==> config.mk <==
export PLATFORM = sky130hd
export DESIGN_NAME = mult_sched
export DESIGN_NICKNAME = d
export VERILOG_FILES = /design/src/rtl/mult_sched.sv
export SDC_FILE = /design/constraint.sdc
export NUM_CORES = 1
export LEC_CHECK = 0
export ABC_AREA = 1
export CORE_UTILIZATION = 40
export DETAILED_ROUTE_END_ITERATION = 8
export PLACE_DENSITY_LB_ADDON = 0.15
export SYNTH_ARGS = -nofsm -noshare
export SYNTH_HDL_FRONTEND = slang
export SYNTH_SLANG_ARGS = --single-unit
==> constraint.sdc <==
create_clock -name Clk -period 4.7 [get_ports Clk]
set_clock_uncertainty 0.15 [all_clocks]
set_input_delay 0.705 -clock Clk [delete_from_list [all_inputs] [get_ports Clk]]
set_output_delay 0.705 -clock Clk [all_outputs]
set_load 0.005 [all_outputs]
==> src/rtl/mult_sched.sv <==
// -----------------------------------------------------------------------------
// mult_sched -- two-requester scheduler in front of a shared shift-add
// multiplier.
//
// A requester raises its Req with operands stable. In IDLE the scheduler picks
// a winner and latches that requester's operands into Mcand/Mplier. It then
// pulses St for one cycle and waits for Done. When Done arrives, or when
// TIMEOUT WAIT cycles have passed without it, the scheduler returns the result
// with a one-cycle Ack.
//
// Configuration macro: MULT_SCHED_RR_EN
//   defined   -> round-robin arbitration on simultaneous requests. The pointer
//                moves to the requester not served, on ACK entry.
//   undefined -> fixed priority; Req0 wins. No pointer exists.
//
// Parameters
//   W        operand width (product is 2*W)
//   TIMEOUT  WAIT cycles allowed before Done is declared missing
//
// Ports
//   Clk               system clock, rising edge
//   Rst               synchronous active-high reset
//   Req0/Req1         requests, held until Ack sampled
//   A0,B0,A1,B1       requester operands
//   Gnt0/Gnt1         grant, one-hot or zero, START..ACK inclusive
//   Ack0/Ack1         one-cycle completion strobe
//   P_out             product (0 on timeout), held until next ACK entry
//   Err               timeout flag, held until next ACK entry
//   St                one-cycle start pulse to the multiplier
//   Mcand/Mplier      registered operands to the multiplier
//   Done              multiplier completion (only honoured in WAIT)
//   Prod              multiplier product
// -----------------------------------------------------------------------------
module mult_sched #(
    parameter int W       = 4,
    parameter int TIMEOUT = 40
) (
    input  logic             Clk,
    input  logic             Rst,
    input  logic             Req0,
    input  logic             Req1,
    input  logic [W-1:0]     A0,
    input  logic [W-1:0]     B0,
    input  logic [W-1:0]     A1,
    input  logic [W-1:0]     B1,
    output logic             Gnt0,
    output logic             Gnt1,
    output logic             Ack0,
    output logic             Ack1,
    output logic [2*W-1:0]   P_out,
    output logic             Err,
    output logic             St,
    output logic [W-1:0]     Mcand,
    output logic [W-1:0]     Mplier,
    input  logic             Done,
    input  logic [2*W-1:0]   Prod
);

    localparam int CW = $clog2(TIMEOUT + 1);
    localparam logic [CW-1:0] CNT_LAST = CW'(TIMEOUT - 1);

    typedef enum logic [1:0] {
        IDLE  = 2'd0,
        START = 2'd1,
        WAIT  = 2'd2,
        ACK   = 2'd3
    } state_t;

    state_t        state_r;
    logic [CW-1:0] cnt_r;
    logic          pick1_s;     // arbitration result: 1 selects requester 1
    logic          wait_end_s;  // WAIT finishes this cycle (Done or timeout)

`ifdef MULT_SCHED_RR_EN
    logic          rr_ptr_r;    // requester favoured on a tie (0 or 1)

    // Round-robin pick: the pointer only matters when both requesters are asking.
    always_comb begin
        pick1_s = 1'b0;
        if (Req0 && Req1) begin
            pick1_s = rr_ptr_r;
        end else if (Req1) begin
            pick1_s = 1'b1;
        end else begin
            pick1_s = 1'b0;
        end
    end
`else
    // Fixed-priority pick: requester 1 wins only when requester 0 is silent.
    always_comb begin
        pick1_s = 1'b0;
        if (Req1 && !Req0) begin
            pick1_s = 1'b1;
        end else begin
            pick1_s = 1'b0;
        end
    end
`endif

    // The last counted cycle ends WAIT even without Done. That gives exactly
    // TIMEOUT WAIT cycles.
    always_comb begin
        wait_end_s = 1'b0;
        if (state_r == WAIT) begin
            wait_end_s = Done || (cnt_r == CNT_LAST);
        end else begin
            wait_end_s = 1'b0;
        end
    end

    // Scheduler FSM; every output is a register updated here.
    always_ff @(posedge Clk) begin
        if (Rst) begin
            state_r <= IDLE;
            cnt_r   <= {CW{1'b0}};
            Gnt0    <= 1'b0;
            Gnt1    <= 1'b0;
            Ack0    <= 1'b0;
            Ack1    <= 1'b0;
            St      <= 1'b0;
            Err     <= 1'b0;
            P_out   <= {(2*W){1'b0}};
            Mcand   <= {W{1'b0}};
            Mplier  <= {W{1'b0}};
`ifdef MULT_SCHED_RR_EN
            rr_ptr_r <= 1'b0;
`endif
        end else begin
            case (state_r)
                IDLE: begin
                    if (Req0 || Req1) begin
                        Gnt0    <= !pick1_s;
                        Gnt1    <= pick1_s;
                        Mcand   <= pick1_s ? A1 : A0;
                        Mplier  <= pick1_s ? B1 : B0;
                        St      <= 1'b1;
                        state_r <= START;
                    end else begin
                        state_r <= IDLE;
                    end
                end
                START: begin
                    St      <= 1'b0;
                    cnt_r   <= {CW{1'b0}};
                    state_r <= WAIT;
                end
                WAIT: begin
                    // Done takes precedence over a timeout in the same cycle.
                    if (Done) begin
                        P_out <= Prod;
                        Err   <= 1'b0;
                    end else if (cnt_r == CNT_LAST) begin
                        P_out <= {(2*W){1'b0}};
                        Err   <= 1'b1;
                    end else begin
                        cnt_r <= cnt_r + CW'(1);
                    end
                    if (wait_end_s) begin
                        Ack0    <= Gnt0;
                        Ack1    <= Gnt1;
                        state_r <= ACK;
`ifdef MULT_SCHED_RR_EN
                        // Favour whichever requester was not just served.
                        rr_ptr_r <= Gnt0;
`endif
                    end else begin
                        state_r <= WAIT;
                    end
                end
                ACK: begin
                    Ack0    <= 1'b0;
                    Ack1    <= 1'b0;
                    Gnt0    <= 1'b0;
                    Gnt1    <= 1'b0;
                    state_r <= IDLE;
                end
                default: begin
                    Ack0    <= 1'b0;
                    Ack1    <= 1'b0;
                    Gnt0    <= 1'b0;
                    Gnt1    <= 1'b0;
                    St      <= 1'b0;
                    state_r <= IDLE;
                end
            endcase
        end
    end

endmodule
### After elaboration in Yosys (flattened, before gate mapping)

Cells that the tools add are included.

* add/sub/neg operators: 1
* eq/ne operators: 8
* multiplexer cells: 24
* reduce and logical (&&, ||, !) cells: 17

Operators by type and width (number)
* two-way mux 8 bit: 2
* two-way mux 6 bit: 2
* case mux 6 bit (2 select lines): 1
* two-way mux 1 bit: 11
* case mux 1 bit (2 select lines): 5
* AND reduction 2 bit: 5
* nonzero test 2 bit: 5
* two-way mux 4 bit: 2
* != test 2 bit, second input constant: 4
* case mux 2 bit (4 select lines): 1
* adder 6 x 1 -> 6 bit, second input constant: 1
* equality test 6 bit, second input constant: 1
* equality test 2 bit, second input constant: 2
* AND reduction 3 bit: 1
* equality test 2 x 1 -> 1 bit, second input constant: 1
* zero test 1 bit: 2
* zero test 2 bit: 1
* logical OR 1 bit: 2
* logical AND 1 bit: 1

* bits in registers: 30
* input port bits: 29
* output and inout bits: 22
* logic and storage cells: 61

### Longest topological paths before layout

* word-level depth: 6
* depth in mapped cells: 10
* mapped depth without buffers: 10

### Worst setup path before layout

Ideal clock, no wire load.

* path kind: input to register
* from: input port Done
* to: register cnt_r[0]
* setup time: 70 ps
* arrival time: 1364 ps
* data required time: 4480 ps
* setup slack: 3116 ps
* stages on the path: 7
* buffers on the path: 2
* cell sequence: buf_6 nand2_1 nand2_2 inv_2 buf_6 nand2_1 a21oi_1

* cells in the longest elaborated chain, start to end: 2

Ends and longest elaborated chain
* start, declared: line 55 `input logic Done,`
* != test 2 bit (no source line)
* AND reduction 3 bit (no source line)
* end signal, assigned: line 115 `cnt_r <= {CW{1'b0}};`
* end signal, assigned: line 144 `cnt_r <= {CW{1'b0}};`
* end signal, assigned: line 156 `cnt_r <= cnt_r + CW'(1);`
* end, declared: line 70 `logic [CW-1:0] cnt_r;`

No other way between the ends.
A chain may end at the register's enable or synchronous reset.

==> impl_metrics.yaml <==
drt:
  wl_per_cell_um: 10.83
  drt_iter0_markers: 72
  route.detailed.drc: 0
  via_count: 1329
  first_pass_iters: 4
  drtAntennaViolNets: 0
  drt-total-wl_um: 3043
  viasPerCell: 4.730
synth:
  synthCells: 183
  synth_most_common_cell: "nand2_1"
  synth.net_count: 218
  synth_fa_ha_area_share_pct: 5.391
  netlist_top_cells_area: "dfxtp_1, nand2_1, a21oi_1, nand3_1, ha_1"
  synthMuxAreaShare_pct: 0
  synth_edf_count: 0
  synth_top_family_by_area: "simple AND/OR/NAND/NOR gates"
  async_flop_share_pct: 0
  synth_cell_types: 22
  synth_top_flop_cell: "dfxtp_1"
  synth_compound_area_share_pct: 16.35
  synth-simple-area-share_pct: 26.33
  synth_seq_area_share_pct: 43.13
  synth_commonest_cells: "nand2_1, dfxtp_1, a21oi_1"
  yosysWarnings: 0
  synth.avg_cell_area_um2: 7.610
  synthXorXnorAreaFrac_pct: 0
  yosys.area.top_type: "dfxtp_1"
  syn-cell-area_mm2: 0.001393
  ys_seq_elements: 30
  synth.top_cell.area_share_pct: 43.13
timing:
  fmax_mhz: 482.3
  rsz0062_at_grt: "no"
  min_period_over_period_pct: 44.12
  hold_violations: 0
  fin_crit_ns: 2.074
  drv_slew: 0
  tns_ns: 0
  tightest_slew_ns: 0.6766
  finalSetupViolCount: 0
  relSlewSlack_pct: 54.75
  hold_slack_ns: 0.3159
clocking:
  cts_setup_buffers: 0
  cts-root-buf: "clkbuf_4"
  clk_latency_ns: 0.33
  clock-sinks: 30
  hold_buffers: 0
  clk_path_buf_depth: 2
  path_clk_slew_ns: 0.09
  tritoncts: "yes"
  cts-htree-levels: 2
  cts_inserted_buffers: 5
  cts_resized: 0
floorplan:
  core-area_mm2: 0.003337
  die-height_um: 61.01
  dieArea_mm2: 0.003722
  pin_count: 51
  initial_utilization_pct: 41.73
  die_w_um: 61.01
  rows: 21
global_route:
  grt_overflow: 0
  grt_usage_pct: 17.90
  grt_pass1_vias: 1134
  grt_pass1_wl_um: 4774
  grt_max_degree: 20
  antenna_found_initial: 0
critical_path:
  cp-start-kind: "input port"
  cp_slowest_cell: "clkdlybuf4s50_1"
  cp_max_fo: 19
  path_cells: "clkdlybuf4s50_1 > inv_1 > o21ai_0 > a31oi_1"
  criticalPathCategory: "input port to flip-flop"
  cp.arrival_ns: 2.14
  crit_required_ns: 4.77
  slowest_delay_ns: 0.91
  cp-end-kind: "flip-flop"
  crit_buf_inv: 2
  reg2reg_setup_slack_ns: 2.79
  crit_family: "buffers and inverters"
place:
  io_buffers: 50
  place_hpwl_um: 2169
  globalplace.congestion: 0.7838
  placed_area_mm2: 0.001903
run:
  cap_violations: 0
finish:
  nets: 269
  regArea_um2: 600.6
  stdcell_area_mm2: 0.001982
  multiInputGateArea_um2: 669.4
  synthToLayoutAreaGrowth_pct: 42.32
  drive_gt1_share_pct: 8.085
  antenna_cells: 0
  fillCellCount: 314
  utilization_pct: 59.39
pwr:
  peakVddDrop_uv: 161.8
  leakage_nw: 0.7592
  switchingPower_w: 0.0002244
  p_clk_share_pct: 26.3
  p_per_area_mw_per_mm2: 367.0
  intPower_w: 0.0005030
  power_frac_seq_pct: 42.6
  power_frac_comb_pct: 31.1
  switching_share_pct: 30.85
run_status:
  status: "finished, final reports clean"
hold_path:
  hp-class: "flip-flop to flip-flop"
==> path summary, 6_finish.rpt <==
path / from / end / depth (start not counted)
max: Rst / Mplier[2]$_SDFFE_PP0P_ / 4
min: P_out[7]$_SDFFE_PP0P_ / P_out[7]$_SDFFE_PP0P_ / 2
max reg2reg: state_r[0]$_SDFF_PP0_ / cnt_r[1]$_SDFFE_PP0P_ / 9
min reg2reg: P_out[7]$_SDFFE_PP0P_ / P_out[7]$_SDFFE_PP0P_ / 2
==> layout by cell type (no fill, tap or decap), drive strengths merged <==
cell type       n
a21oi          21
a31oi           8
clkbuf          8
clkdlybuf4s50  50
dfxtp          30
ha              6
inv            20
nand2          45
nand3          19
nand4           1
nor2           11
nor3            1
o21ai          13
o21bai          1
or2             1
==> state kept, by name, indices dropped and copies added, names as in the netlist <==
signal,flops
St,1
Err,1
Ack1,1
Ack0,1
Mplier,4
cnt_r,6
state_r,2
Gnt0,1
Gnt1,1
Mcand,4
P_out,8
==> worst min-delay path, delay by kind of cell (launching register included) <==
| family | cells | cell delay [ns] |
|---|---|---|
| simple gates | 1 | 0.06 |
| flops | 1 | 0.32 |
| compound gates | 1 | 0.05 |
==> routing by layer <==
metal | up-vias | track usage, % | wire, µm
li1 | 710 | - | -
met1 | 580 | 23.47 | 1477
met2 | 33 | 26.37 | 1339
met3 | 6 | 7.249 | 177
met4 | 0 | 6.818 | 48
met5 | - | 0 | 0
==> per-stage QoR <==
stage / setup WS, ns / std cells / total power, W
floorplan: 3.116 / 183 / 0.0004470
global placement: 2.288 / 273 / 0.0005408
detailed placement: 2.264 / 273 / 0.0005422
CTS: 2.602 / 281 / 0.0007366
global route: 2.491 / 281 / 0.0007778
finish: 2.626 / 281 / 0.0007274
==> kinds of logic (layout without fill, tap and decap cells) <==
family                   count (synthesis)  count (layout)
flip-flops                              30              30
AO/OA/AOI/OAI                           43              43
buffers and inverters                   26              78
AND/OR/NAND/NOR                         78              78
adder cells (fa/ha/maj)                  6               6
==> power by group through the flow <==
stage | Sequential, W | Combinational [W] | Clock, W
2_1_floorplan | 0.000315 | 0.000132 | 0
3_3_place_gp | 0.000316 | 0.000225 | 0
3_5_place_dp | 0.000315 | 0.000227 | 0
4_1_cts | 0.000310 | 0.000229 | 0.000197
5_1_grt | 0.000315 | 0.000254 | 0.000209
6_report | 0.000310 | 0.000226 | 0.000191
==> final cells by class <==
| cell class | count | share of cell area [%] |
|---|---|---|
| multi-input combinational | 127 | 33.78 |
| sequential | 30 | 30.30 |
| timing repair buffer | 50 | 25.25 |
| clock buffer | 8 | 3.977 |
| inverter | 20 | 3.788 |
| tap | 46 | 2.904 |
No activity file was read; power rests on OpenSTA's default activity.
